## src/rtl/tt_um_logic_arbiter.sv

```systemverilog
// Round-robin shared 8-bit logic unit with accumulator.
// Four requesters each apply a fixed bitwise op to acc.
module tt_um_logic_arbiter (
    input  logic [7:0] ui_in,
    output logic [7:0] uo_out,
    input  logic [7:0] uio_in,
    output logic [7:0] uio_out,
    output logic [7:0] uio_oe,
    input  logic       ena,
    input  logic       clk,
    input  logic       rst_n
);

    typedef enum logic [1:0] {
        IDLE,
        GRANT,
        EXEC,
        HOLD
    } state_t;

    state_t     state;
    logic [7:0] acc;
    logic [7:0] opnd_r;
    logic [1:0] rr_ptr;
    logic [1:0] sel;
    logic [3:0] grant;

    logic [3:0] req;
    logic [7:0] opnd_b;
    logic [1:0] win;
    logic [1:0] idx;
    logic [7:0] result;
    logic       unused_ok;

    assign req       = ui_in[3:0];
    assign opnd_b    = {ui_in[7:4], uio_in[3:0]};
    assign unused_ok = &{1'b0, uio_in[7:4]};

    // Pick the first active request starting at rr_ptr; the lowest
    // offset from rr_ptr is written last so it wins.
    always_comb begin
        win = rr_ptr;
        idx = rr_ptr;
        for (int i = 3; i >= 0; i--) begin
            idx = rr_ptr + 2'(i);
            if (req[idx]) begin
                win = idx;
            end
        end
    end

    // Fixed operation of the granted requester.
    always_comb begin
        result = acc;
        unique case (sel)
            2'd0: result = acc & opnd_r;
            2'd1: result = acc & ~opnd_r;
            2'd2: result = acc | opnd_r;
            2'd3: result = acc ^ opnd_r;
        endcase
    end

    // Sequencer: arbitrate, capture operand, execute, hold until release.
    always_ff @(posedge clk or negedge rst_n) begin
        if (!rst_n) begin
            state  <= IDLE;
            acc    <= 8'h00;
            opnd_r <= 8'h00;
            rr_ptr <= 2'd0;
            sel    <= 2'd0;
            grant  <= 4'b0000;
        end else if (ena) begin
            unique case (state)
                IDLE: begin
                    if (req != 4'b0000) begin
                        sel   <= win;
                        grant <= 4'b0001 << win;
                        state <= GRANT;
                    end
                end
                GRANT: begin
                    opnd_r <= opnd_b;
                    state  <= EXEC;
                end
                EXEC: begin
                    acc    <= result;
                    rr_ptr <= sel + 2'd1;
                    state  <= HOLD;
                end
                HOLD: begin
                    if (!req[sel]) begin
                        grant <= 4'b0000;
                        state <= IDLE;
                    end
                end
            endcase
        end
    end

    assign uo_out  = acc;
    assign uio_out = {grant, 4'b0000};
    assign uio_oe  = 8'hF0;

endmodule

```

## config.mk

```make
export PLATFORM = sky130hd
export DESIGN_NAME = tt_um_logic_arbiter
export DESIGN_NICKNAME = d
export VERILOG_FILES = /design/src/rtl/tt_um_logic_arbiter.sv
export SDC_FILE = /design/constraint.sdc
export NUM_CORES = 1
export LEC_CHECK = 0
export ABC_AREA = 0
export CORE_UTILIZATION = 49
export DETAILED_ROUTE_END_ITERATION = 7
export GPL_TIMING_DRIVEN = 0
export PLACE_DENSITY = 0.79
export REMOVE_ABC_BUFFERS = 1
export SKIP_CTS_REPAIR_TIMING = 1
export SLEW_MARGIN = 10
export SYNTH_ARGS = -nofsm -noshare
export SYNTH_HDL_FRONTEND = slang
export SYNTH_SLANG_ARGS = --single-unit
```

## constraint.sdc

```tcl
create_clock -name clk -period 2.1 [get_ports clk]
set_input_delay 0.42 -clock clk [delete_from_list [all_inputs] [get_ports clk]]
set_output_delay 0.42 -clock clk [all_outputs]
set_load 0.02 [all_outputs]
```

==> Word-level counts from Yosys, hierarchy flattened <==
Cells that the tools add are included.
{ "word_totals": {"latchBits": 0, "memories": 0, "ram_bits": 0, "ff_bits": 26, "romBits": 0} }
{ "classes": {"addsub": 4, "muxes": 21, "n_reduce_logical": 9, "n_shift": 1, "div": 0, "eq_ne": 8, "bitwise": 5, "magnitude_cmp": 5, "n_mul": 0} }
{ "ops": {"columns": ["operator", "count"], "rows": [
  ["8-bit case mux with 4 select lines", 1],
  ["8-bit AND", 2],
  ["2-bit by 3-bit less-than comparator with 1-bit output, second input constant", 5],
  ["2-bit two-way mux", 6],
  ["1-bit binary-select mux with 2-bit select", 5],
  ["2-bit equality test, second input constant", 4],
  ["4-bit two-way mux", 2],
  ["8-bit NOT", 1],
  ["8-bit bitwise OR", 1],
  ["2-bit case mux with 4 select lines", 1],
  ["4-bit case mux with 2 select lines", 1],
  ["8-bit XOR", 1],
  ["3-bit AND reduction", 2],
  ["1-bit two-way mux", 5],
  ["2-bit by 1-bit adder with 2-bit output, second input constant", 2],
  ["2-bit adder, second input constant", 2],
  ["2-bit by 1-bit equality test with 1-bit output, second input constant", 2],
  ["2-bit zero test", 2],
  ["2-bit != test, second input constant", 2],
  ["2-bit AND reduction", 2],
  ["4-bit AND reduction", 1],
  ["4-bit nonzero test", 1],
  ["1-bit by 2-bit left shift with 4-bit output, first input constant", 1],
  ["2-bit nonzero test", 1]
]} }

==> Logic depth before layout (Yosys ltp) <==
{ "logic_depth": {"depth_word": 10, "ltp_mapped": 8, "ltp_nobuf": 6} }

==> Worst setup path before layout <==
OpenSTA, ideal clock, no wires.
{ "synth_path": {"path_type": "register to register", "from": "reg sel[0]", "to": "reg state[1]", "t_arrival_ns": 1.638, "period_less_slack_ns": 1.763, "path_buffers": 0, "path_stages_with_launch": 5, "path_slack_ns": 0.337, "required_time_ns": 1.975, "path_cell_list": "dfrtp_1 > mux2_4 > a32o_2 > a311oi_4 > mux2_4"} }
{ "synth_via": {"elab_chain_cells": 4} }
{ "synth_lines": {"columns": ["element", "line_no", "rtl"], "rows": [
  ["start, declared", "25", "logic [1:0] sel;"],
  ["start signal, assigned", "76", "sel <= win;"],
  ["1-bit binary-select mux with 2-bit select", "91", "if (!req[sel]) begin"],
  ["1-bit two-way mux (implied by the code)", "91", null],
  ["2-bit != test (no line)", null, null],
  ["3-bit AND reduction (no line)", null, null],
  ["end signal, assigned", "83", "state <= EXEC;"],
  ["end signal, assigned", "88", "state <= HOLD;"],
  ["end signal, assigned", "93", "state <= IDLE;"],
  ["end, declared", "21", "state_t state;"]
]} }
Every way passes these cells. The select of a mux whose other input is x is not followed.
A chain may end at the register's enable or synchronous reset.

==> Worst setup path after layout <==
{ "layout_path": {"from": "in ui_in[0]", "to": "reg state[1]"} }
{ "layout_via": {"elab_chain_cells": 4, "word_cells_on_any_way": 6, "cone_classes": "2 x eq/ne; 2 x mux; 2 x reduce/logical"} }
{ "layout_lines": {"columns": ["element", "line_no", "rtl"], "rows": [
  ["start, declared", "4", "input logic [7:0] ui_in,"],
  ["1-bit binary-select mux with 2-bit select", "91", null],
  ["1-bit two-way mux (implied by the code)", "91", null],
  ["2-bit != test (no line)", null, null],
  ["3-bit AND reduction (no line) (*)", null, null]
]} }
Every way passes the cells marked *; elsewhere a longest branch is shown, timed or not. The select of a mux whose other input is x is not followed.

==> run metrics <==
Post-Route WL 3010 µm; placed cells 250; synth unique cells 33; die width 61.8 µm; Clock transition at path regs 0.16 ns; Setup CP Type in2reg; ant diodes 0; Iteration-0 DRC Markers 73; Max Cap Viol 0; routed len/inst 11.8 µm; largest net degree at the start of global routing 27; kind of end point of the critical path flip-flop; Non-Filler Instances 254; leading cell types in the layout, fill and taps excluded inv_1 (31), dfrtp_1 (26), clkdlybuf4s50_1 (25), o21ai_0 (24), ha_1 (16); Placed Area 0.00200 mm²; DP Wirelength 2200 µm; final hold viol count 0; critical path's slowest cell clkdlybuf4s50_1; P_leak 0.959 nW; IO buf count 26; post-route cell area 0.00204 mm²; r2r worst-path depth 4; final worst path period share 94.4%; Root Buffer clkbuf_4; RR Endpoint state[1]$_DFFE_PN0P_; Via density 5.08; Peak VDD IR 0.744 mV; Residual DRC 0; Cells after Synth 186; CP bufs+invs 1; Tmin final 1.98 ns; Post-Syn Area per Cell 9.42 µm²; synthesis-to-layout area growth 16.6%; vias in the first global route 1,208; GR Overflow Total 0; commonest non-fill, non-tap cell in the layout inv_1; share of layout cells above drive strength 1 10.1%; Yosys reg bits 26; WHS 0.0556 ns; TritonCTS Buffers 3; Initial Utilization 51.7%; FILL cells 292; Hold Path Class in2async; via count 1,290; register area share after synthesis 37.1%; Routed Antenna Nets 0; Worst Path Arrival 2.20 ns; Crit path depth 5; RSZ-0062 raised after global routing no; chip height 61.8 µm; Worst Clk Skew 0.0176 ns; final design utilization 60.3%; Routability Congestion 0.734; actual slew at the worst max-slew pin 0.583 ns; Core ar. 0.00339 mm²; FMAX 504 MHz; I/O pin count 43; row cnt 21; die area 0.00382 mm²; Register Area 651 µm²; later-pin clock latency in the skew report 0.33 ns; reg-to-reg slack, setup 0.21 ns; H-tree levels 1; Max Slew Vio Count 0; Startpoint Class input pin; CTS tree built; clock sinks 26; total power 2.86 mW; crit-path cells clkdlybuf4s50_1, mux2_4, a32o_2, a311oi_4, mux2_4; Crit. Startpoint ui_in[0]; layout net count 244; first-pass GRT wire length 5300 µm; endpoints failing setup 0; outcome finished, final reports clean; Worst path max stage delay 0.50 ns; crit path to state[1]$_DFFE_PN0P_; CP delay by family, top compound AO/OA/AOI/OAI gates; Pwr Density 1400 mW/mm²; Ys Warns 0; max_slew headroom 61.1%; maximum fanout along the worst path 6; Total Routing Usage GR 18.4%; Synth Cell Area 0.00175 mm²; DRT Pass-1 Iters 4; CP dominant cell by count mux2_4; initial antenna violation count 0; area of the multi-input gates 911 µm²; r2r startpoint sel[0]$_DFFE_PN0P_; Worst EP required 2.32 ns; CTS max path bufs 2
## registers in the layout, indices dropped and copies added, names as in the netlist
signal / count
uo_out: 8
grant: 4
rr_ptr: 2
opnd_r: 8
state: 2
sel: 2
## area by class of cell
type / instances / share of cell area [%]
clock buffers: 3 / 1.10
flip-flops and latches: 26 / 31.8
repair buffers: 26 / 12.5
multi-input cells: 121 / 44.6
inverters: 31 / 5.70
well taps: 46 / 2.82
clock inverters: 1 / 1.47
## worst min path at each step
stage	slack (ns)	from	depth (start not counted)	endpoint
3_5_place_dp	0.50	grant[2]$_DFFE_PN0P_	2	grant[2]$_DFFE_PN0P_
5_1_grt	0.07	rst_n	1	uo_out[7]$_DFFE_PN0P_
4_1_cts	0.54	grant[1]$_DFFE_PN0P_	2	grant[1]$_DFFE_PN0P_
3_3_place_gp	0.50	grant[2]$_DFFE_PN0P_	2	grant[2]$_DFFE_PN0P_
2_1_floorplan	0.12	rst_n	0	grant[0]$_DFFE_PN0P_
6_report	0.06	rst_n	1	uo_out[2]$_DFFE_PN0P_
## power by group
group / total [mW] / switching [mW] / internal, mW
combinational: 1.58 / 0.816 / 0.759
clock: 0.350 / 0.157 / 0.193
sequential: 0.940 / 0.216 / 0.724
## kinds of logic after synthesis
family | synth area share, %
DFF | 37.1
muxes | 9.28
AOI/OAI and AO/OA | 18.3
buffers and inverters | 13.1
and+or+nand+nor | 6.43
adders and majority gates | 11.4
other | 0.428
xor gates and xnor gates | 4.00
## cell usage after synthesis, drive strengths merged
library cell | count | area [µm²]
a32o | 1 | 11.3
nand3b | 1 | 7.51
nor2b | 1 | 6.26
o21bai | 2 | 15.0
nor2 | 10 | 37.5
a21oi | 1 | 5.00
nor4 | 1 | 6.26
a2111o | 1 | 11.3
o22ai | 1 | 6.26
ha | 16 | 200
a221o | 1 | 10.0
nand2b | 1 | 6.26
a31o | 1 | 8.76
a311oi | 1 | 26.3
nand2 | 6 | 22.5
and3b | 1 | 8.76
or2 | 2 | 12.5
a22oi | 8 | 60.1
nor3 | 1 | 5.00
inv | 31 | 116
xnor2 | 8 | 70.1
mux2 | 12 | 143
dfrtp | 26 | 651
clkbuf | 6 | 22.5
mux2i | 2 | 20.0
conb | 2 | 7.51
a221oi | 1 | 8.76
buf | 12 | 90.1
a21o | 1 | 7.51
o31ai | 4 | 30.0
o21ai | 24 | 120
## per-layer routing
layer | GRT usage (%) | up-vias | part of all wire (%)
met1 | 24.1 | 601 | 48
met3 | 4.14 | 2 | 3.9
met2 | 31.0 | 39 | 48
met5 | 0 | - | 0
met4 | 4.44 | 0 | 0.47
li1 | - | 648 | -
## per-stage QoR
stage	TNS, ns	worst slack, ns
floorplan	0	0.337
global placement	-0.508	-0.214
detailed placement	-0.523	-0.214
CTS	0	0.125
global route	0	0.0883
finish	0	0.117
(Power assumes the default switching activity.)
